### src/rtl/lpif_pkg.sv
`default_nettype none
// ----------------------------------------------------------------------------
// lpif_pkg - LPIF state encodings, beat layout and framing width helper. Rev 1.0
// ----------------------------------------------------------------------------
package lpif_pkg;

  typedef enum logic [3:0] {
    LPIF_RESET     = 4'b0000,
    LPIF_ACTIVE    = 4'b0001,
    LPIF_IDLE_L1_1 = 4'b0100,
    LPIF_RETRAIN   = 4'b1011,
    LPIF_LINKRESET = 4'b1001,
    LPIF_DISABLED  = 4'b1100
  } lpif_state_e;

  // NOP shares the RESET code, so it cannot live in the enum.
  localparam logic [3:0] LPIF_NOP = 4'b0000;

  localparam int LPIF_BEAT_BW = 32;

  function automatic int lpif_fr_width(input int bus_width);
    return bus_width / 8;
  endfunction

  typedef struct packed {
    logic [LPIF_BEAT_BW-1:0]   data;
    logic [LPIF_BEAT_BW/8-1:0] valid;
    logic [LPIF_BEAT_BW/8-1:0] tlp_start;
    logic [LPIF_BEAT_BW/8-1:0] tlp_end;
    logic [LPIF_BEAT_BW/8-1:0] dllp_start;
    logic [LPIF_BEAT_BW/8-1:0] dllp_end;
    logic [LPIF_BEAT_BW/8-1:0] tlpedb;
  } lpif_beat_t;

endpackage
`default_nettype wire

### src/rtl/lpif_tx_fifo.sv
`default_nettype none
// ----------------------------------------------------------------------------
// lpif_tx_fifo - synchronous FIFO with full/empty and a one-cycle flush. Rev 1.0
// ----------------------------------------------------------------------------
module lpif_tx_fifo #(
  parameter int WIDTH = 56,
  parameter int DEPTH = 4
) (
  input  logic             clk,
  input  logic             rst_n,
  input  logic             flush,
  input  logic             wr_en,
  input  logic [WIDTH-1:0] wr_data,
  input  logic             rd_en,
  output logic [WIDTH-1:0] rd_data,
  output logic             full,
  output logic             empty
);

  localparam int AW = $clog2(DEPTH);
  localparam int CW = AW + 1;

  logic [AW-1:0]    wr_ptr_q, wr_ptr_d, rd_ptr_q, rd_ptr_d;
  logic [CW-1:0]    count_q, count_d;
  logic [WIDTH-1:0] mem_q [DEPTH];
  logic [WIDTH-1:0] mem_d [DEPTH];
  logic             do_wr, do_rd;

  assign full    = (count_q == CW'(DEPTH));
  assign empty   = (count_q == '0);
  assign do_wr   = wr_en && !full;
  assign do_rd   = rd_en && !empty;
  assign rd_data = mem_q[rd_ptr_q];

  always_comb begin
    mem_d    = mem_q;
    wr_ptr_d = wr_ptr_q;
    rd_ptr_d = rd_ptr_q;
    count_d  = count_q;
    if (flush) begin
      wr_ptr_d = '0;
      rd_ptr_d = '0;
      count_d  = '0;
    end else begin
      if (do_wr) begin
        mem_d[wr_ptr_q] = wr_data;
        wr_ptr_d        = wr_ptr_q + AW'(1);
      end
      if (do_rd) begin
        rd_ptr_d = rd_ptr_q + AW'(1);
      end
      case ({do_wr, do_rd})
        2'b10:   count_d = count_q + CW'(1);
        2'b01:   count_d = count_q - CW'(1);
        default: count_d = count_q;
      endcase
    end
  end

  always_ff @(posedge clk) begin
    mem_q <= mem_d;
  end

  always_ff @(posedge clk or negedge rst_n) begin
    if (!rst_n) begin
      wr_ptr_q <= '0;
      rd_ptr_q <= '0;
      count_q  <= '0;
    end else begin
      wr_ptr_q <= wr_ptr_d;
      rd_ptr_q <= rd_ptr_d;
      count_q  <= count_d;
    end
  end

endmodule
`default_nettype wire

### src/rtl/lpif_pl_responder.sv
`default_nettype none
// ----------------------------------------------------------------------------
// lpif_pl_responder - LPIF PHY-side state FSM, exit-CG handshake and TX buffer.
// Optional framing checker under LPIF_FRAMING_CHECK_EN.                 Rev 1.0
// ----------------------------------------------------------------------------
module lpif_pl_responder
  import lpif_pkg::*;
#(
  parameter int BUS_WIDTH       = 32,
  parameter int FIFO_DEPTH      = 4,
  parameter int EXIT_CG_TIMEOUT = 255
) (
  input  logic                                  lclk,
  input  logic                                  reset_n,
  input  logic [3:0]                            lp_state_req,
  output logic [3:0]                            pl_state_sts,
  input  logic                                  lp_irdy,
  input  logic [BUS_WIDTH-1:0]                  lp_data,
  input  logic [lpif_fr_width(BUS_WIDTH)-1:0]   lp_valid,
  input  logic [lpif_fr_width(BUS_WIDTH)-1:0]   lp_tlp_start,
  input  logic [lpif_fr_width(BUS_WIDTH)-1:0]   lp_tlp_end,
  input  logic [lpif_fr_width(BUS_WIDTH)-1:0]   lp_dllp_start,
  input  logic [lpif_fr_width(BUS_WIDTH)-1:0]   lp_dllp_end,
  input  logic [lpif_fr_width(BUS_WIDTH)-1:0]   lp_tlpedb,
  output logic                                  pl_trdy,
  output logic                                  pl_exit_cg_req,
  input  logic                                  lp_exit_cg_ack,
  input  logic                                  phy_link_up,
  input  logic                                  phy_retrain,
  output logic [BUS_WIDTH+6*(BUS_WIDTH/8)-1:0]  tx_data,
  output logic                                  tx_valid,
  input  logic                                  tx_ready,
  output logic                                  cg_timeout
`ifdef LPIF_FRAMING_CHECK_EN
  ,output logic                                 framing_err
`endif
);

  localparam int FW    = lpif_fr_width(BUS_WIDTH);
  localparam int BEAT_W = BUS_WIDTH + 6 * FW;
  localparam int CNT_W = (EXIT_CG_TIMEOUT < 2) ? 1 : $clog2(EXIT_CG_TIMEOUT + 1);

  localparam logic [3:0] ST_RESET     = LPIF_RESET;
  localparam logic [3:0] ST_ACTIVE    = LPIF_ACTIVE;
  localparam logic [3:0] ST_IDLE_L1_1 = LPIF_IDLE_L1_1;
  localparam logic [3:0] ST_RETRAIN   = LPIF_RETRAIN;
  localparam logic [3:0] ST_LINKRESET = LPIF_LINKRESET;
  localparam logic [3:0] ST_DISABLED  = LPIF_DISABLED;

  logic [3:0]       state_q, state_d, cg_tgt_q, cg_tgt_d;
  logic             cg_req_q, cg_req_d, cg_timeout_q, cg_timeout_d;
  logic [CNT_W-1:0] cg_cnt_q, cg_cnt_d;
  logic             link_q, retrain_q;
  logic             link_fall, retrain_rise;
  logic             fifo_full, fifo_empty, fifo_flush, wr_en;
  logic [BEAT_W-1:0] wr_beat;

  assign link_fall    = link_q && !phy_link_up;
  assign retrain_rise = phy_retrain && !retrain_q;
  assign pl_trdy      = (state_q == ST_ACTIVE) && !fifo_full;
  assign wr_en        = lp_irdy && pl_trdy;
  assign wr_beat      = {lp_data, lp_valid, lp_tlp_start, lp_tlp_end,
                         lp_dllp_start, lp_dllp_end, lp_tlpedb};
  assign fifo_flush   = ((state_q == ST_ACTIVE) || (state_q == ST_RETRAIN)) &&
                        ((state_d == ST_RESET) || (state_d == ST_LINKRESET) ||
                         (state_d == ST_DISABLED));

  assign pl_state_sts   = state_q;
  assign pl_exit_cg_req = cg_req_q;
  assign cg_timeout     = cg_timeout_q;
  assign tx_valid       = !fifo_empty;

  always_comb begin
    state_d      = state_q;
    cg_req_d     = cg_req_q;
    cg_cnt_d     = cg_cnt_q;
    cg_tgt_d     = cg_tgt_q;
    cg_timeout_d = cg_timeout_q;
    if (link_fall && (state_q != ST_DISABLED)) begin
      state_d = ST_RESET;
    end else if ((state_q == ST_ACTIVE) && phy_retrain) begin
      state_d = ST_RETRAIN;
    end else if (lp_state_req == ST_LINKRESET) begin
      state_d = ST_LINKRESET;
    end else if (lp_state_req == ST_DISABLED) begin
      state_d = ST_DISABLED;
    end else begin
      case (state_q)
        ST_RESET: if (phy_link_up && (lp_state_req == ST_ACTIVE)) state_d = ST_ACTIVE;
        ST_ACTIVE: if ((lp_state_req == ST_IDLE_L1_1) && fifo_empty) state_d = ST_IDLE_L1_1;
        ST_RETRAIN: begin
          if (!phy_link_up)      state_d = ST_RESET;
          else if (!phy_retrain) state_d = ST_ACTIVE;
        end
        // Exit from L1 waits for the link layer to leave clock gating first.
        ST_IDLE_L1_1: begin
          if (cg_req_q) begin
            if (lp_exit_cg_ack) begin
              cg_req_d = 1'b0;
              state_d  = cg_tgt_q;
            end
          end else if (retrain_rise) begin
            cg_req_d = 1'b1;
            cg_cnt_d = '0;
            cg_tgt_d = ST_RETRAIN;
          end else if (lp_state_req == ST_ACTIVE) begin
            cg_req_d = 1'b1;
            cg_cnt_d = '0;
            cg_tgt_d = ST_ACTIVE;
          end
        end
        ST_LINKRESET, ST_DISABLED: if (lp_state_req == LPIF_NOP) state_d = ST_RESET;
        default: state_d = ST_RESET;
      endcase
    end
    if (state_d != ST_IDLE_L1_1) cg_req_d = 1'b0;
    if (cg_req_q && cg_req_d) begin
      if (cg_cnt_q == CNT_W'(EXIT_CG_TIMEOUT)) cg_timeout_d = 1'b1;
      else cg_cnt_d = cg_cnt_q + CNT_W'(1);
    end
  end

  always_ff @(posedge lclk or negedge reset_n) begin
    if (!reset_n) begin
      state_q      <= ST_RESET;
      cg_req_q     <= 1'b0;
      cg_cnt_q     <= '0;
      cg_tgt_q     <= ST_ACTIVE;
      cg_timeout_q <= 1'b0;
      link_q       <= 1'b0;
      retrain_q    <= 1'b0;
    end else begin
      state_q      <= state_d;
      cg_req_q     <= cg_req_d;
      cg_cnt_q     <= cg_cnt_d;
      cg_tgt_q     <= cg_tgt_d;
      cg_timeout_q <= cg_timeout_d;
      link_q       <= phy_link_up;
      retrain_q    <= phy_retrain;
    end
  end

  lpif_tx_fifo #(
    .WIDTH (BEAT_W),
    .DEPTH (FIFO_DEPTH)
  ) u_tx_fifo (
    .clk     (lclk),
    .rst_n   (reset_n),
    .flush   (fifo_flush),
    .wr_en   (wr_en),
    .wr_data (wr_beat),
    .rd_en   (tx_ready),
    .rd_data (tx_data),
    .full    (fifo_full),
    .empty   (fifo_empty)
  );

`ifdef LPIF_FRAMING_CHECK_EN
  logic tlp_open_q, tlp_open_d, dllp_open_q, dllp_open_d, framing_err_q, framing_err_d;

  assign framing_err = framing_err_q;

  // Bytes are walked in order so a start and end in one beat pair up correctly.
  always_comb begin
    tlp_open_d    = tlp_open_q;
    dllp_open_d   = dllp_open_q;
    framing_err_d = framing_err_q;
    if (wr_en) begin
      for (int i = 0; i < FW; i++) begin
        if (!lp_valid[i] && (lp_tlp_start[i] || lp_tlp_end[i] || lp_dllp_start[i] ||
                             lp_dllp_end[i] || lp_tlpedb[i])) framing_err_d = 1'b1;
        if (lp_tlp_start[i]) begin
          if (tlp_open_d || dllp_open_d) framing_err_d = 1'b1;
          tlp_open_d = 1'b1;
        end
        if (lp_tlp_end[i]) begin
          if (!tlp_open_d) framing_err_d = 1'b1;
          tlp_open_d = 1'b0;
        end
        if (lp_dllp_start[i]) begin
          if (tlp_open_d || dllp_open_d) framing_err_d = 1'b1;
          dllp_open_d = 1'b1;
        end
        if (lp_dllp_end[i]) begin
          if (!dllp_open_d) framing_err_d = 1'b1;
          dllp_open_d = 1'b0;
        end
      end
    end
    if (fifo_flush) begin
      tlp_open_d  = 1'b0;
      dllp_open_d = 1'b0;
    end
  end

  always_ff @(posedge lclk or negedge reset_n) begin
    if (!reset_n) begin
      tlp_open_q    <= 1'b0;
      dllp_open_q   <= 1'b0;
      framing_err_q <= 1'b0;
    end else begin
      tlp_open_q    <= tlp_open_d;
      dllp_open_q   <= dllp_open_d;
      framing_err_q <= framing_err_d;
    end
  end
`endif

endmodule
`default_nettype wire

### config.mk
export PLATFORM = sky130hd
export DESIGN_NAME = lpif_pl_responder
export DESIGN_NICKNAME = d
export VERILOG_FILES = /design/src/rtl/lpif_pkg.sv /design/src/rtl/lpif_tx_fifo.sv /design/src/rtl/lpif_pl_responder.sv
export SDC_FILE = /design/constraint.sdc
export NUM_CORES = 1
export LEC_CHECK = 0
export CAP_MARGIN = 20
export CORE_AREA = 2 2 143 145
export DETAILED_ROUTE_END_ITERATION = 8
export DIE_AREA = 0 0 145 147
export MAX_ROUTING_LAYER = met4
export PLACE_DENSITY_LB_ADDON = 0.08
export SETUP_SLACK_MARGIN = 0.4
export SLEW_MARGIN = 20
export SYNTH_ARGS = -nofsm -noshare
export SYNTH_HDL_FRONTEND = slang
export SYNTH_SLANG_ARGS = --single-unit
### constraint.sdc
create_clock -name lclk -period 6.1 [get_ports lclk]
set_input_delay 0.61 -clock lclk [delete_from_list [all_inputs] [get_ports lclk]]
set_output_delay 0.61 -clock lclk [all_outputs]
set_load 0.005 [all_outputs]
==> results of run 1 <==
==> where the power goes <==
group          switching [mW]  total [mW]  leakage, nW  internal (mW)
logic                   0.533        1.34         1.28          0.810
clock network           0.602        1.65        0.454           1.05
registers               0.159        2.13         2.33           1.97
total                    1.29        5.13         4.06           3.83
==> area by class of cell <==
type | instances | area (µm²) | area share (%)
clock buffers | 34 | 732 | 5.92
multi-input cells | 210 | 2370 | 19.1
flip-flops and latches | 248 | 7330 | 59.3
well taps | 270 | 338 | 2.73
repair buffers | 140 | 1380 | 11.1
clock inverters | 13 | 186 | 1.51
inverters | 11 | 41.3 | 0.334
==> routing by layer <==
metal	vias to the layer above	track usage (%)
met5	-	-
met4	0	3.47
met3	17	3.17
met2	155	30.1
met1	2623	24.9
li1	2325	-
==> flip-flops by register name, indices dropped and copies added (netlist names) <==
| name | count |
|---|---|
| pl_exit_cg_req | 1 |
| cg_timeout | 1 |
| cg_cnt_q | 8 |
| pl_state_sts | 4 |
| u_tx_fifo.wr_ptr_q | 2 |
| cg_tgt_q | 1 |
| link_q | 1 |
| u_tx_fifo.rd_ptr_q | 2 |
| u_tx_fifo.count_q | 3 |
| retrain_q | 1 |
| u_tx_fifo.mem_q | 224 |
==> final timing paths <==
kind	end	depth (start not counted)	startpoint
min	cg_timeout$_DFFE_PN0P_	2	reset_n
max in group asynchronous	u_tx_fifo.rd_ptr_q[0]$_DFFE_PN0P_	2	reset_n
max reg2reg	u_tx_fifo.mem_q[187]$_DFFE_PP_	8	pl_state_sts[3]$_DFF_PN0_
min in group lclk	cg_timeout$_DFFE_PN0P_	1	cg_timeout$_DFFE_PN0P_
max	u_tx_fifo.mem_q[187]$_DFFE_PP_	8	lp_state_req[2]
min reg2reg	cg_timeout$_DFFE_PN0P_	1	cg_timeout$_DFFE_PN0P_
==> synth_stat cells (5+ instances only) <==
master                     count  area [µm²]
sky130_fd_sc_hd__a21oi_1      11        55.1
sky130_fd_sc_hd__nor3_1       13        65.1
sky130_fd_sc_hd__o21ai_0       6        30.0
sky130_fd_sc_hd__edfxtp_1    224        6730
sky130_fd_sc_hd__clkbuf_1      8        30.0
sky130_fd_sc_hd__buf_1         5        18.8
sky130_fd_sc_hd__mux4_2       56        1260
sky130_fd_sc_hd__nor2_1       11        41.3
sky130_fd_sc_hd__ha_1          5        62.6
sky130_fd_sc_hd__nand2_1      17        63.8
sky130_fd_sc_hd__xor2_1        5        43.8
sky130_fd_sc_hd__dfrtp_1      24         601
sky130_fd_sc_hd__buf_2         6        30.0
sky130_fd_sc_hd__inv_1        11        41.3
sky130_fd_sc_hd__nand3_1      13        65.1
==> logic make-up after synthesis <==
family | after synthesis | share of synthesized area, %
buffers and inverters | 31 | 1.34
xor gates and xnor gates | 7 | 0.627
AOI/OAI and AO/OA | 49 | 3.67
adders and majority gates | 6 | 0.844
and+or+nand+nor | 88 | 5.28
muxes | 60 | 13.3
DFF | 248 | 74.9
==> stage by stage <==
| step | utilization (%) | instances | setup slack, ns |
|---|---|---|---|
| 6_report | 62.3 | 926 | 2.34 |
| 5_1_grt | 62.3 | 926 | 2.08 |
| 4_1_cts | 62.3 | 926 | 2.32 |
| 3_5_place_dp | 57.7 | 879 | 1.82 |
| 3_3_place_gp | 57.7 | 879 | 1.92 |
| 2_1_floorplan | - | 489 | 0.730 |
==> out/results.ini, run 1 <==
[floorplan]
floorplan.die.height_um=147
initial_core_utilization_pct=49.3
chipWidth_um=145
boundaryPins=131
die_area_mm2=0.0213
core_area_mm2=0.0198
fp-row-count=52

[placed_design]
place_hpwl_um=11500
post_dp_cell_area_mm2=0.0115
finalWeightedCongestion=0.896
port-buffer-count=130

[cts]
cts.hold.buffers_added=0
clock_path_buffers=3
cts_max_level=1
cts.repair_timing.setup_buffer_count=0
tritoncts=built
cts_made_buffers=26
cts_repair_resize_count=0
clock_insertion_delay_worst_skew_ns=0.51
cts.sinks=248
root_buffer=sky130_fd_sc_hd__clkbuf_16
clkSlewWorstSetupHoldPaths_ns=0.06

[timing]
maxSlewViolCount=0
finalSetupViolations=0
tightest_slew_ns=0.976
final.setup.tns_ns=0
worst_clock_skew_ns=0.00947
whs_ns=0.455
maxSlewHeadroom_pct=34.8
min_period_over_period_pct=61.6
post-route-min-period_ns=3.76
fin_hold_viols=0
setup_repair_after_global_routing_missed_its_margin=no
max_freq_mhz=266

[logic_synthesis]
seq_area_frac_synth_pct=74.9
synthesis.yosys.warnings=0
synth_cells=489
synth_flop_cell=sky130_fd_sc_hd__edfxtp_1
syn_nets=562
synth-async-reset-ratio_pct=9.68
syn_avg_cell_area_um2=20.0
synth_enable_flop_cells=224
synth.cell_area_mm2=0.00978
yosysUniqueCellTypes=58
synth_seq_cells=248

[drt]
met3_routed_wl_um=1090
routed.top_layer=met4
dr_total_vias=5120
met2RoutedLength_um=9300
routed_wirelength_um=18800
wirelength_met1_um=8190
first_pass_iteration_count_of_the_detailed_router=5
first_iter_violations=355
vias_per_cell=5.53
detail-route-antenna-nets=0
post-route-drc-count=0
wl_per_cell_um=20.3

[layout]
num_antenna_cells=0
fill_cells=1428
layout.cells.most_common=sky130_fd_sc_hd__edfxtp_1
mostFrequentLayoutCells=224 x sky130_fd_sc_hd__edfxtp_1, 130 x sky130_fd_sc_hd__clkdlybuf4s50_1, 56 x sky130_fd_sc_hd__mux4_2, 27 x sky130_fd_sc_hd__clkbuf_16, 22 x sky130_fd_sc_hd__dfrtp_1
layout_cells_sized_above_1_pct=18.4
layout.cell_area.non_filler_mm2=0.0124
layout.nets=710
areaGrowthSynthToFinish_pct=26.5

[job]
drv_cap=0

[worst_setup_path]
timing_worst_setup_path_type=in2reg
startpoint_type=input port
cp_data_arrival_time_ns=3.91
reg2reg_setup_slack_ns=2.43
critical-path-slowest-cell=sky130_fd_sc_hd__or4b_1
crit_path_end_kind=flop
worst-endpoint-required_ns=6.25
path_buf_inv=2
cell_type_group_with_the_largest_total_delay_on_the_critical_path=compound AO/OA/AOI/OAI gates
path_cells=clkdlybuf4s50_1 -> or4b_1 -> or4_1 -> a211o_1 -> a31oi_2 -> o21ai_1 -> a21oi_4 -> buf_4
timing.critical_path.fanout_max=28
crit_path_max_incr_delay_ns=0.57

[power]
design_power_total_mw=5.13
vdd.ir_drop.worst_uv=274
static-leakage-power_nw=4.06
power_density_mw_per_mm2=415

[global_route]
global_route.usage.total_pct=18.4
overflow_left_after_global_routing=0
grt_pass1_vias=5403
antenna_found_initial=0
grt_pass1_wl_um=29700
pin_count_of_the_biggest_net_entering_global_routing=57

[worst_hold_path]
hp-class=in2async

[status]
outcome=finished clean

Note: power is estimated with default switching activity, not from simulation.
==> run 2: changes to the inputs <==
--- a/config.mk
+++ b/config.mk
@@ -6,9 +6,9 @@
 export NUM_CORES = 1
 export LEC_CHECK = 0
 export CAP_MARGIN = 20
-export CORE_AREA = 2 2 143 145
+export CORE_AREA = 2 2 145 147
 export DETAILED_ROUTE_END_ITERATION = 8
-export DIE_AREA = 0 0 145 147
+export DIE_AREA = 0 0 147 149
 export MAX_ROUTING_LAYER = met4
 export PLACE_DENSITY_LB_ADDON = 0.08
 export SETUP_SLACK_MARGIN = 0.4
==> constraint.sdc (replaced) <==
create_clock -name lclk -period 3.4 [get_ports lclk]
set_input_delay 0.34 -clock lclk [delete_from_list [all_inputs] [get_ports lclk]]
set_output_delay 0.34 -clock lclk [all_outputs]
set_load 0.005 [all_outputs]
==> out/results.ini, run 2 (synthesized netlist as in run 1, its figures left out) <==
[drt]
routed_wirelength_um=19600
first_iter_violations=302
first_pass_iteration_count_of_the_detailed_router=4
detail-route-antenna-nets=0
vias_per_cell=5.53
post-route-drc-count=0
wl_per_cell_um=20.7
dr_total_vias=5242

[cts]
cts.sinks=248
clock_insertion_delay_worst_skew_ns=0.53
cts_max_level=1
clkSlewWorstSetupHoldPaths_ns=0.06
cts_made_buffers=27
clock_path_buffers=3
root_buffer=sky130_fd_sc_hd__clkbuf_16
tritoncts=built

[floorplan]
initial_core_utilization_pct=47.6
boundaryPins=131
fp-row-count=53
floorplan.die.height_um=149
die_area_mm2=0.0219
chipWidth_um=147
core_area_mm2=0.0206

[layout]
areaGrowthSynthToFinish_pct=29.6
mostFrequentLayoutCells=224 x sky130_fd_sc_hd__edfxtp_1, 130 x sky130_fd_sc_hd__clkdlybuf4s50_1, 56 x sky130_fd_sc_hd__mux4_2, 27 x sky130_fd_sc_hd__clkbuf_16, 21 x sky130_fd_sc_hd__dfrtp_1
fill_cells=1483
num_antenna_cells=0
largest_register=u_tx_fifo.mem_q
final_cells=948
layout.cells.most_common=sky130_fd_sc_hd__edfxtp_1
layout_cells_sized_above_1_pct=21.8
layout.cell_area.non_filler_mm2=0.0127
layout.nets=725
largest_reg_flops=224

[worst_setup_path]
timing.critical_path.fanout_max=27
worst-endpoint-required_ns=3.61
timing_worst_setup_path_type=reg2reg
startpoint_type=flop
crit_path_max_incr_delay_ns=0.51
critical-path-slowest-cell=sky130_fd_sc_hd__dfrtp_1
cp_data_arrival_time_ns=3.09
path_cells=buf_4 -> or3b_1 -> nor3_1 -> a32oi_1 -> o31a_2 -> a21oi_4 -> buf_12
crit_path_end_kind=flop

[timing]
post-route-min-period_ns=2.88
setup_repair_after_global_routing_missed_its_margin=no
tightest_slew_ns=0.659
whs_ns=0.215
final.setup.tns_ns=0
maxSlewViolCount=0
finalSetupViolations=0
maxSlewHeadroom_pct=55.9
worst_clock_skew_ns=0.0234
min_period_over_period_pct=84.8
fin_hold_viols=0
max_freq_mhz=347

[placed_design]
post_dp_cell_area_mm2=0.0117
placed_cells=896
port-buffer-count=130
finalWeightedCongestion=0.823
place_hpwl_um=12400

[job]
drv_cap=0

[worst_hold_path]
hp-class=in2async

[global_route]
overflow_left_after_global_routing=0
grt_pass1_vias=5489
grt_pass1_wl_um=30900
antenna_found_initial=0
pin_count_of_the_biggest_net_entering_global_routing=31
global_route.usage.total_pct=18.8

[power]
static-leakage-power_nw=4.16
power_density_mw_per_mm2=742
vdd.ir_drop.worst_uv=526

[status]
outcome=finished clean

run 2: timing repair:
action | 4_1_cts | 5_1_grt
buffers inserted | 1 | 1
gates cloned | 0 | 0
gates resized for setup | 0 | 7
pin swaps | 0 | 1
hold buffers | 0 | 0
endpoints found under the setup margin | 25 | 229
run 2: report_power, final:
group / switching, mW / internal [mW]
combinational: 1.09 / 1.61
clock: 1.15 / 1.77
sequential: 0.248 / 3.54
run 2: area by class of cell:
cell class / count / area [µm²] / share of cell area (%)
Tap cell: 275 / 344 / 2.71
Sequential cell: 248 / 7330 / 57.9
Multi-Input combinational cell: 210 / 2420 / 19.1
Inverter: 11 / 41.3 / 0.326
Timing Repair Buffer: 154 / 1630 / 12.8
Clock buffer: 30 / 687 / 5.42
Clock inverter: 20 / 218 / 1.72
run 2: critical path, delay by kind of cell, from the launching register on:
| kind | cells | cell delay, ns |
|---|---|---|
| buf+inv | 2 | 0.47 |
| compound gates | 3 | 0.86 |
| flops | 1 | 0.51 |
| simple gates | 2 | 0.74 |
run 2: layer usage:
layer / global-route usage [%] / vias to the layer above / wire (µm)
li1: - / 2354 / -
met1: 24.9 / 2701 / 8330
met2: 30.8 / 157 / 9910
met3: 3.61 / 30 / 1110
met4: 4.33 / 0 / 290
met5: - / - / 0
run 2: path summary, 6_finish.rpt:
check | slack (ns) | endpoint | depth (start not counted) | startpoint
worst max-delay path | 0.52 | u_tx_fifo.mem_q[150]$_DFFE_PP_ | 7 | pl_state_sts[0]$_DFF_PN0_
worst min register to register | 0.48 | cg_timeout$_DFFE_PN0P_ | 1 | cg_timeout$_DFFE_PN0P_
worst max register to register | 0.52 | u_tx_fifo.mem_q[150]$_DFFE_PP_ | 7 | pl_state_sts[0]$_DFF_PN0_
max in group asynchronous | 2.52 | u_tx_fifo.rd_ptr_q[0]$_DFFE_PN0P_ | 2 | reset_n
min in group lclk | 0.36 | link_q$_DFF_PN0_ | 1 | phy_link_up
worst min-delay path | 0.21 | cg_cnt_q[5]$_DFF_PN0_ | 1 | reset_n
run 2: metrics by stage:
step | util, % | power (mW) | worst slack, ns
2_1_floorplan | - | 5.15 | 0.119
3_3_place_gp | 56.9 | 6.50 | 0.156
3_5_place_dp | 56.9 | 6.53 | 0.113
4_1_cts | 61.5 | 9.53 | 0.469
5_1_grt | 61.6 | 9.85 | 0.416
6_report | 61.6 | 9.41 | 0.516
